===== src/rtl/seg_pkg.sv =====
// Shared types and constants for the seven-segment scan controller.
// Latency: n/a (declarations only); backpressure: n/a.
package seg_pkg;

  typedef enum logic [1:0] {
    IDLE  = 2'd0,
    SHOW  = 2'd1,
    BLANK = 2'd2
  } scan_state_t;

  localparam int          NUM_DIGITS = 4;
  localparam logic [3:0]  AN_ALL_OFF = 4'b1111;

  function automatic logic [3:0] digit_nibble(input logic [15:0] v, input logic [1:0] k);
    return v[{k, 2'b00} +: 4];
  endfunction

endpackage


===== src/rtl/one_cold.sv =====
// Decodes a digit index into active-low one-cold anode enables.
// Latency: combinational; backpressure: none.
module one_cold
  import seg_pkg::*;
(
  input  logic [1:0]            sel,
  output logic [NUM_DIGITS-1:0] an_n
);

  assign an_n = ~(4'b0001 << sel);

endmodule


===== src/rtl/seg_scan_ctrl.sv =====
// 4-digit common-anode scan controller; SEG_SCAN_CTRL_BLANK_EN inserts an all-off gap after each slot.
// Latency: all outputs registered, SHOW(0) begins one cycle after en sampled high; backpressure: none.
module seg_scan_ctrl
  import seg_pkg::*;
#(
  parameter int CLK_DIV   = 50000,
  parameter int BLANK_CYC = 16
) (
  input  logic        clk,
  input  logic        rst_n,
  input  logic        en,
  input  logic [15:0] digit_val,
  input  logic [3:0]  digit_en,
  input  logic [3:0]  dp_in,
  output logic [1:0]  sel,
  output logic [3:0]  an_n,
  output logic [3:0]  hex,
  output logic        dp,
  output logic        frame_tick
);

  localparam int CNT_MAX = (CLK_DIV > BLANK_CYC) ? CLK_DIV : BLANK_CYC;
  localparam int CW      = (CNT_MAX > 1) ? $clog2(CNT_MAX) : 1;
  localparam logic [CW-1:0] SHOW_LAST  = CW'(CLK_DIV - 1);
`ifdef SEG_SCAN_CTRL_BLANK_EN
  localparam logic [CW-1:0] BLANK_LAST = CW'(BLANK_CYC - 1);
`endif

  scan_state_t   state, state_d;
  logic [CW-1:0] cnt, cnt_d;
  logic [1:0]    sel_d;
  logic [3:0]    hex_d;
  logic          dp_d;
  logic          tick_d;
  logic [3:0]    dec_n;
  logic [3:0]    an_d;
  logic          an_off;

  // Decoder sees the next digit index so an_n lands on the same edge as sel.
  one_cold u_dec (
    .sel  (sel_d),
    .an_n (dec_n)
  );

  always_comb begin
    state_d = state;
    cnt_d   = cnt + 1'b1;
    sel_d   = sel;
    hex_d   = hex;
    dp_d    = dp;
    tick_d  = 1'b0;
    case (state)
      IDLE: begin
        state_d = SHOW;
        cnt_d   = '0;
        sel_d   = 2'd0;
        hex_d   = digit_nibble(digit_val, 2'd0);
        dp_d    = dp_in[0];
      end
      SHOW: begin
        if (cnt == SHOW_LAST) begin
          cnt_d  = '0;
          sel_d  = sel + 2'd1;
          tick_d = (sel == 2'd3);
`ifdef SEG_SCAN_CTRL_BLANK_EN
          state_d = BLANK;
`else
          hex_d = digit_nibble(digit_val, sel_d);
          dp_d  = dp_in[sel_d];
`endif
        end
      end
`ifdef SEG_SCAN_CTRL_BLANK_EN
      BLANK: begin
        if (cnt == BLANK_LAST) begin
          cnt_d   = '0;
          state_d = SHOW;
          hex_d   = digit_nibble(digit_val, sel);
          dp_d    = dp_in[sel];
        end
      end
`endif
      default: begin
        state_d = IDLE;
        cnt_d   = '0;
      end
    endcase
    // Dropping en wins over everything, including a pending wrap tick.
    if (!en) begin
      state_d = IDLE;
      cnt_d   = '0;
      sel_d   = 2'd0;
      tick_d  = 1'b0;
    end
    an_off = (state_d != SHOW) || !digit_en[sel_d];
    an_d   = dec_n | {NUM_DIGITS{an_off}};
  end

  always_ff @(posedge clk or negedge rst_n) begin
    if (!rst_n) begin
      state      <= IDLE;
      cnt        <= '0;
      sel        <= 2'd0;
      an_n       <= AN_ALL_OFF;
      hex        <= 4'h0;
      dp         <= 1'b0;
      frame_tick <= 1'b0;
    end else begin
      state      <= state_d;
      cnt        <= cnt_d;
      sel        <= sel_d;
      an_n       <= an_d;
      hex        <= hex_d;
      dp         <= dp_d;
      frame_tick <= tick_d;
    end
  end

endmodule

===== config.mk =====
export PLATFORM = sky130hd
export DESIGN_NAME = seg_scan_ctrl
export DESIGN_NICKNAME = d
export VERILOG_FILES = /design/src/rtl/seg_pkg.sv /design/src/rtl/one_cold.sv /design/src/rtl/seg_scan_ctrl.sv
export SDC_FILE = /design/constraint.sdc
export NUM_CORES = 1
export LEC_CHECK = 0
export CAP_MARGIN = 20
export CORE_MARGIN = 2
export CORE_UTILIZATION = 49
export DETAILED_ROUTE_END_ITERATION = 12
export PLACE_DENSITY_LB_ADDON = 0.3
export SYNTH_ARGS = -nofsm -noshare
export SYNTH_HDL_FRONTEND = slang
export SYNTH_SLANG_ARGS = --single-unit

===== constraint.sdc =====
create_clock -name clk -period 2.4 [get_ports clk]
set_clock_uncertainty 0.05 [all_clocks]
set_input_delay 0.48 -clock clk [delete_from_list [all_inputs] [get_ports clk]]
set_output_delay 0.48 -clock clk [all_outputs]
set_load 0.01 [all_outputs]

==> flow_summary.json, run 1 <==
{
  "grt_pass1_vias": 1348,
  "pwr-share-comb": 0.132,
  "yosysWarnings": 0,
  "netlist-cell-type-count": 39,
  "path_cells": "ha_1 > mux2i_1 > a221oi_1 > mux2_1",
  "postCtsSetupRepairBufs": 0,
  "power_density_mw_per_mm2": 458,
  "cp.arrival_ns": 2.25,
  "firstDrtPassIters": 5,
  "r2r-start": "sel[1]$_DFF_PN0_",
  "row_count": 20,
  "final_max_slew_viol_count": 0,
  "grt.busiest_layer": "met2",
  "switching_power_w": 0.000235,
  "grt_pass1_wl_um": 5880,
  "synthMuxAreaShare": 0.0835,
  "die_w_um": 61.7,
  "clock.fmax_mhz": 479,
  "internal_power_w": 0.000743,
  "drc": 0,
  "grt.met1_usage": 0.263,
  "cp_max_fo": 16,
  "postRouteAntennaNets": 0,
  "grtUsageMet3": 0.0704,
  "worstRegToRegCells": 4,
  "grtUsageTotal": 0.213,
  "cp-start-kind": "register",
  "final_area_mm2": 0.00214,
  "syn_avg_cell_area_um2": 10.0,
  "syn-cell-area_mm2": 0.00163,
  "core_mm2": 0.00310,
  "syn2layout_area_growth_pct": 31.0,
  "path_buf_inv": 0,
  "ir_worst_vdd_uv": 395,
  "hpwl_um": 2560,
  "power_leakage_nw": 0.847,
  "finalHoldViolCount": 0,
  "reg2reg_to": "hex[0]$_DFFE_PN0P_",
  "ys_seq_area_frac": 0.463,
  "layout-drive-gt1-share": 0.0913,
  "cts_sinks": 30,
  "setup_viol": 0,
  "slew_headroom": 0.635,
  "path_class": "register to register",
  "grt_use_met2": 0.346,
  "synth_cells": 163,
  "synth_top_family_by_area": "simple AND/OR/NAND/NOR gates",
  "grt_antenna_before_repair": 0,
  "cp.required_ns": 2.56,
  "clockPowerShare": 0.325,
  "critPathCaptureType": "register",
  "status": "finished clean",
  "crit_path_end": "hex[0]$_DFFE_PN0P_",
  "dieArea_mm2": 0.00381,
  "hold_path_class": "register to register",
  "p_sw_frac": 0.240,
  "synthArstFlopShare": 1.00,
  "drt_wl_total_um": 3380,
  "ctsResizeCount": 0,
  "final_nets": 236,
  "critical_path_cell_count": 4,
  "die_height_um": 61.7,
  "clk_latency_ns": 0.33,
  "grt_max_degree": 31,
  "synthSimpleGateAreaFrac": 0.262,
  "gp_congestion": 0.813,
  "cts.path.max_buffers": 2,
  "port_buffers": 38,
  "ctsHoldBuffers": 0,
  "finalPower_w": 0.000979,
  "finalSetupTns_ns": 0,
  "period_minus_slack_ns": 2.09,
  "rsz0062_at_grt": "false",
  "synth_edf_count": 0,
  "crit_slowest_cell": "ha_1",
  "first_iter_violations": 64,
  "post_drt_wl_per_cell_um": 13.4,
  "start_util": 0.526,
  "clockRootBuffer": "clkbuf_4",
  "critPathLaunch": "sel[1]$_DFF_PN0_",
  "placedInstanceArea_mm2": 0.00207,
  "numCtsBuffers": 5,
  "num_vias": 1376,
  "utilization": 0.689,
  "crit_family": "adder cells",
  "period_share": 0.870,
  "timing_worst_slew_pin_value_ns": 0.547,
  "synth_compound_area_frac": 0.0828,
  "post-place-ws_ns": 0.298,
  "overflow": 0,
  "viasPerCell": 5.46,
  "drv_cap": 0,
  "synth_flop_cell": "dfrtp_1",
  "diodes": 0,
  "syn_nets": 192,
  "slowest_delay_ns": 0.67,
  "synth_fa_ha_area_frac": 0.0153,
  "timing.final.ws_setup_ns": 0.311,
  "cts_tree": "done",
  "rrSetupSlack_ns": 0.31,
  "seqPwrFrac": 0.543,
  "yosys.area.top_type": "dfrtp_1",
  "h-tree-depth": 2,
  "synth_seq_cells": 30,
  "io_pins": 39,
  "synth_xor_area_frac": 0.0697,
  "cts.clk_slew.worst_paths_ns": 0.10,
  "synth_top_area_share": 0.398,
  "yosys-top-cells-area": "dfrtp_1 40%, dfstp_2 6.4%, nor2_1 5.3%, mux2i_1 4.9%, xnor2_1 3.8%"
}
stage by stage:
stage          std cells  hold slack, ns
6_report             252           0.448
5_1_grt              252           0.474
4_1_cts              252           0.455
3_5_place_dp         244           0.432
3_3_place_gp         244           0.427
2_1_floorplan        163           0.134
power by group through the flow:
stage	Sequential, W	Clock (W)	Combinational [W]
3_5_place_dp	0.000541	0	0.000131
3_3_place_gp	0.000542	0	0.000128
2_1_floorplan	0.000547	0	0.0000326
6_report	0.000532	0.000318	0.000129
4_1_cts	0.000532	0.000335	0.000131
5_1_grt	0.000535	0.000364	0.000141
worst min-delay path by stage:
stage                        from                 end  cells past startpoint
2_1_floorplan               rst_n    cnt[0]$_DFF_PN0_                      0
5_1_grt        hex[1]$_DFFE_PN0P_  hex[1]$_DFFE_PN0P_                      1
3_5_place_dp   hex[1]$_DFFE_PN0P_  hex[1]$_DFFE_PN0P_                      1
6_report       hex[2]$_DFFE_PN0P_  hex[2]$_DFFE_PN0P_                      1
4_1_cts        hex[1]$_DFFE_PN0P_  hex[1]$_DFFE_PN0P_                      1
3_3_place_gp   hex[2]$_DFFE_PN0P_  hex[2]$_DFFE_PN0P_                      1
cells in the mapped netlist, types with 4 or more instances:
cell      instances
nor2_1           23
dfstp_2           4
nand3_1           8
nor3_1            4
mux2i_1           8
nand2_1          10
buf_2             4
xor2_1            6
dfrtp_1          26
nand4_1           5
o22ai_1           5
mux2_1            5
nand2b_1          7
a221oi_1          5
xnor2_1           7
registers in the layout, summed over array words and instances (netlist names):
name        flops
an_n            4
state           2
sel             2
hex             4
cnt            16
frame_tick      1
dp              1
area by class of cell:
type / instances / area [µm²]
Clock buffer: 6 / 51.3
Clock inverter: 2 / 12.5
Fill cell: 269 / 965
Inverter: 3 / 11.3
Multi-Input combinational cell: 125 / 842
Sequential cell: 30 / 756
Tap cell: 44 / 55.1
Timing Repair Buffer: 42 / 410
logic make-up (layout without fill, tap and decap cells):
family,Yosys count,in the layout
adders and majority gates,2,2
other,1,1
xor gates and xnor gates,13,13
AOI/OAI and AO/OA,18,18
and+or+nand+nor,78,78
buffers and inverters,8,53
muxes,13,13
DFF,30,30
cell usage in the layout, fill, tap and decap left out, types with 3 or more instances in the layout:
| cell type | instances |
|---|---|
| inv_1 | 3 |
| nand4_1 | 5 |
| dfrtp_1 | 26 |
| clkdlybuf4s50_1 | 38 |
| xor2_1 | 6 |
| and3_1 | 3 |
| nor4_1 | 3 |
| clkbuf_4 | 5 |
| xnor2_1 | 7 |
| mux2_1 | 5 |
| nand3_1 | 8 |
| mux2i_1 | 8 |
| dfstp_2 | 4 |
| nand2b_1 | 7 |
| nor2_1 | 23 |
| nor3_1 | 4 |
| nand2_1 | 10 |
| a221oi_1 | 5 |
| buf_4 | 4 |
| o22ai_1 | 5 |
metal layers:
layer	vias to the layer above	share of wire
met1	640	0.44
met2	49	0.47
met4	0	0.024
met5	-	0
met3	10	0.064
li1	677	-
Power figures use the tool's default switching activity.
==> run 2, diff against run 1 <==
--- a/config.mk
+++ b/config.mk
@@ -5,11 +5,14 @@
 export SDC_FILE = /design/constraint.sdc
 export NUM_CORES = 1
 export LEC_CHECK = 0
+export ABC_CLOCK_PERIOD_IN_PS = 2400
 export CAP_MARGIN = 20
+export CORE_ASPECT_RATIO = 0.8
 export CORE_MARGIN = 2
 export CORE_UTILIZATION = 49
 export DETAILED_ROUTE_END_ITERATION = 12
 export PLACE_DENSITY_LB_ADDON = 0.3
+export SETUP_SLACK_MARGIN = 0.4
 export SYNTH_ARGS = -nofsm -noshare
 export SYNTH_HDL_FRONTEND = slang
 export SYNTH_SLANG_ARGS = --single-unit
==> run 2 against run 1 <==
Worst setup slack gained 0.15 ns. Hold slack gained 0.0065 ns. Clock-buffer cell count is the same. Flip-flop and latch count is the same. Cell count shrank 1.2%. Sequential share of layout area shrank 0.63 points.
==> flow_summary.json, run 2 (same netlist as run 1, synthesis figures left out) <==
{
  "worstRegToRegCells": 5,
  "top_regs": "cnt (16), an_n (4), hex (4)",
  "cts.path.max_buffers": 2,
  "hpwl_um": 2800,
  "drv_cap": 0,
  "setup_viol": 0,
  "largest_register_ffs": 16,
  "dieArea_mm2": 0.00381,
  "cp.arrival_ns": 1.41,
  "cp-start-kind": "register",
  "r2r-start": "cnt[0]$_DFF_PN0_",
  "grt_antenna_before_repair": 0,
  "die_w_um": 68.5,
  "postCtsSetupRepairBufs": 0,
  "gp_congestion": 0.886,
  "timing.final.ws_setup_ns": 0.460,
  "finalSetupTns_ns": 0,
  "cp.required_ns": 1.87,
  "power_density_mw_per_mm2": 500,
  "final_nets": 237,
  "grt_pass1_wl_um": 6410,
  "core_mm2": 0.00313,
  "grtUsageTotal": 0.223,
  "firstDrtPassIters": 4,
  "viasPerCell": 5.55,
  "holdPathEnd": "hex[0]$_DFFE_PN0P_",
  "post_drt_wl_per_cell_um": 15.1,
  "postRouteAntennaNets": 0,
  "clk_latency_ns": 0.28,
  "numCtsBuffers": 5,
  "post-place-ws_ns": 0.420,
  "drt_wl_total_um": 3750,
  "port_buffers": 38,
  "period_minus_slack_ns": 1.94,
  "hold_path_class": "register to register",
  "grtUsageMet3": 0.0749,
  "diodes": 0,
  "power_leakage_nw": 0.862,
  "layout-drive-gt1-share": 0.105,
  "drc": 0,
  "path_class": "register to primary output",
  "status": "finished clean",
  "grt_pass1_vias": 1345,
  "layout_common_cells": "38 x clkdlybuf4s50_1, 26 x dfrtp_1, 23 x nor2_1",
  "clock.fmax_mhz": 515,
  "io_pins": 39,
  "cts_tree": "done",
  "period_share": 0.808,
  "syn2layout_area_growth_pct": 33.3,
  "grt_max_degree": 31,
  "reg2reg_to": "dp$_DFFE_PN0P_",
  "final_max_slew_viol_count": 0,
  "ir_worst_vdd_uv": 383,
  "hp-start": "hex[0]$_DFFE_PN0P_",
  "grt_use_met2": 0.332,
  "grt.busiest_layer": "met2",
  "h-tree-depth": 2,
  "cp_max_fo": 15,
  "grt.met1_usage": 0.312,
  "rrSetupSlack_ns": 0.52,
  "start_util": 0.522,
  "first_iter_violations": 106,
  "rsz0062_at_grt": "false",
  "hold_depth": 1,
  "final_common_cell": "clkdlybuf4s50_1",
  "cts_sinks": 30,
  "top_register": "cnt",
  "num_vias": 1381,
  "clockRootBuffer": "clkbuf_8",
  "cts.clk_slew.worst_paths_ns": 0.07,
  "finalHoldViolCount": 0,
  "critPathCaptureType": "primary output",
  "overflow": 0,
  "die_height_um": 55.6,
  "row_count": 18,
  "critPathLaunch": "sel[0]$_DFF_PN0_"
}
-- run 2: layer usage --
metal / routed length [µm] / vias up
met4: 19 / 0
met5: 0 / -
met2: 1810 / 36
met3: 191 / 2
li1: - / 676
met1: 1730 / 667
-- run 2: worst max-delay path: stages, from the launching register on --
cell,delay (ns)
dfrtp_1,0.36
buf_4,0.20
clkdlybuf4s50_1,0.56
-- run 2: layout make-up --
type,count,area (µm²)
clock buffers,6,82.6
clock inverters,2,12.5
fillers,235,953
inverters,3,11.3
multi-input cells,125,847
flip-flops and latches,30,756
well taps,40,50.0
repair buffers,43,418
-- run 2: power by group --
part	internal, W	switching, W
combinational	0.0000814	0.0000497
sequential	0.000523	0.0000115
clock	0.000230	0.000193
-- run 2: what timing repair did --
action,CTS,global route
resized for setup,0,2
hold buffers,0,0
endpoints found under the setup margin,0,20
-- run 2: how the worst max path moves through the flow --
stage	cells past startpoint	end	slack [ns]
after floorplan	6	dp$_DFFE_PN0P_	0.59
after global placement	4	cnt[15]$_DFF_PN0_	0.46
after detailed placement	4	cnt[15]$_DFF_PN0_	0.42
after CTS	6	cnt[9]$_DFF_PN0_	0.41
after global routing	5	dp$_DFFE_PN0P_	0.40
final	2	sel[0]	0.46
-- run 2: through the flow --
stage	total power, W	hold WS [ns]	utilization	area [µm²]	cells
after floorplan	0.000580	0.134	-	1630	163
after global placement	0.000671	0.429	0.663	2080	241
after detailed placement	0.000675	0.440	0.663	2080	241
after CTS	0.00110	0.458	0.694	2170	249
after global routing	0.00114	0.483	0.695	2180	249
final	0.00109	0.454	0.695	2180	249
==> run 3, diff against run 2 <==
--- a/config.mk
+++ b/config.mk
@@ -5,7 +5,7 @@
 export SDC_FILE = /design/constraint.sdc
 export NUM_CORES = 1
 export LEC_CHECK = 0
-export ABC_CLOCK_PERIOD_IN_PS = 2400
+export ABC_CLOCK_PERIOD_IN_PS = 1800
 export CAP_MARGIN = 20
 export CORE_ASPECT_RATIO = 0.8
 export CORE_MARGIN = 2
==> constraint.sdc (replaced) <==
create_clock -name clk -period 1.8 [get_ports clk]
set_clock_uncertainty 0.05 [all_clocks]
set_input_delay 0.36 -clock clk [delete_from_list [all_inputs] [get_ports clk]]
set_output_delay 0.36 -clock clk [all_outputs]
set_load 0.01 [all_outputs]
==> run 3 against run 2 <==
Hold slack got worse by 0.054 ns. Routed wire length increased by 20%. Design area increased by 12%. Via count increased by 11%. Cell count increased by 7.2%. First-iteration DRC count decreased by 4.7%. Worst setup slack got worse by 0.34 ns. Critical path depth increased by 4. Total power increased by 36%. Flip-flop and latch count unchanged. Sequential share of layout area decreased by 3.5 points. Sequential power increased by 34%. Critical path type is now register to register. Critical endpoint is now hex[2]$_DFFE_PN0P_. Largest power group unchanged.
==> flow_summary.json, run 3 (same netlist as run 1, synthesis figures left out) <==
{
  "clockRootBuffer": "clkbuf_8",
  "num_vias": 1532,
  "cp-start-kind": "register",
  "firstDrtPassIters": 4,
  "rsz0062_at_grt": "true",
  "hold_ws_ns": 0.400,
  "setup_viol": 0,
  "drv_cap": 0,
  "grt_max_degree": 31,
  "largest_register_ffs": 16,
  "overflow": 0,
  "crit_slowest_cell": "dfrtp_2",
  "cts.path.max_buffers": 2,
  "cts_sinks": 30,
  "diodes": 0,
  "layout-drive-gt1-share": 0.286,
  "post_drt_wl_per_cell_um": 16.9,
  "placedInstanceArea_mm2": 0.00215,
  "ff_latch_area_um2": 763,
  "finalSetupTns_ns": 0,
  "hold_path_class": "input port to async pin",
  "die_w_um": 68.5,
  "period_share": 0.933,
  "rrSetupSlack_ns": 0.12,
  "ir_worst_vdd_uv": 552,
  "drt_wl_total_um": 4520,
  "top_regs": "cnt (16), an_n (4), hex (4)",
  "viasPerCell": 5.74,
  "h-tree-depth": 2,
  "gp_congestion": 0.899,
  "status": "finished clean",
  "fill_cells": 181,
  "dieArea_mm2": 0.00381,
  "slowest_delay_ns": 0.45,
  "path_buf_inv": 1,
  "cp.required_ns": 1.91,
  "finalHoldViolCount": 0,
  "path_cells": "ha_4 > buf_6 > nand2b_1 > o22ai_2 > a221oi_1 > mux2_1",
  "clock.fmax_mhz": 596,
  "row_count": 18,
  "first_iter_violations": 101,
  "layout_common_cells": "26 x clkdlybuf4s50_1, 22 x nor2_1, 20 x dfrtp_1",
  "cp.arrival_ns": 1.79,
  "power_leakage_nw": 1.00,
  "r2r-start": "sel[0]$_DFF_PN0_",
  "clk_latency_ns": 0.29,
  "start_util": 0.522,
  "power_density_mw_per_mm2": 606,
  "port_buffers": 38,
  "drc": 0,
  "postRouteAntennaNets": 0,
  "final_common_cell": "clkdlybuf4s50_1",
  "hpwl_um": 2950,
  "timing.final.ws_setup_ns": 0.121,
  "cp_max_fo": 10,
  "worstRegToRegCells": 6,
  "grt_antenna_before_repair": 0,
  "grt_pass1_wl_um": 7300,
  "final_nets": 255,
  "reg2reg_to": "hex[2]$_DFFE_PN0P_",
  "core_mm2": 0.00313,
  "crit_family": "flip-flops",
  "cts_tree": "done",
  "critPathCaptureType": "register",
  "multi_input_area_um2": 940,
  "grt_pass1_vias": 1548,
  "path_class": "register to register",
  "numCtsBuffers": 5,
  "period_minus_slack_ns": 1.68,
  "final_area_mm2": 0.00245,
  "io_pins": 39,
  "die_height_um": 55.6,
  "top_register": "cnt",
  "syn2layout_area_growth_pct": 50.0,
  "final_max_slew_viol_count": 0,
  "cts.clk_slew.worst_paths_ns": 0.07,
  "post-place-ws_ns": 0.0452,
  "grtUsageTotal": 0.259
}
[run 3: worst max-delay path by stage]
stage,start,endpoint,slack [ns],depth (start not counted)
6_report,sel[0]$_DFF_PN0_,hex[2]$_DFFE_PN0P_,0.12,6
5_1_grt,cnt[0]$_DFF_PN0_,cnt[15]$_DFF_PN0_,0.05,7
4_1_cts,sel[1]$_DFF_PN0_,hex[0]$_DFFE_PN0P_,0.17,5
3_3_place_gp,sel[1]$_DFF_PN0_,hex[3]$_DFFE_PN0P_,0.13,4
2_1_floorplan,sel[1]$_DFF_PN0_,dp$_DFFE_PN0P_,0.15,6
3_5_place_dp,sel[1]$_DFF_PN0_,dp$_DFFE_PN0P_,0.05,4
[run 3: metrics by stage]
stage               total power (W)  utilization  cells
global route                0.00156        0.782    267
floorplan                  0.000774            -    163
detailed placement         0.000910        0.686    245
global placement           0.000900        0.686    245
finish                      0.00148        0.782    267
CTS                         0.00149        0.753    262
[run 3: cell type report]
class / instances / area share
multi-input cells: 125 / 0.384
flip-flops and latches: 30 / 0.312
repair buffers: 61 / 0.241
clock buffers: 6 / 0.0337
well taps: 40 / 0.0204
clock inverters: 2 / 0.00511
inverters: 3 / 0.00460
[run 3: report_power, final]
group,internal (W),total [W],switching (W)
sequential,0.000697,0.000714,0.0000175
combinational,0.000124,0.000201,0.0000770
clock,0.000307,0.000569,0.000263
total,0.00113,0.00148,0.000357
[run 3: timing repair]
item,4_1_cts,5_1_grt
hold endpoints to repair,0,0
hold buffers,0,0
endpoints found under the setup margin,39,34
gates cloned,0,0
buffers inserted,9,5
gates resized for setup,45,14
pin swaps,5,0
[run 3: metal layers]
metal / vias up / track usage / share of wire
li1: 708 / - / -
met1: 751 / 0.335 / 0.42
met2: 65 / 0.409 / 0.51
met3: 8 / 0.0911 / 0.066
met4: 0 / 0.0657 / 0.0084
met5: - / 0 / 0
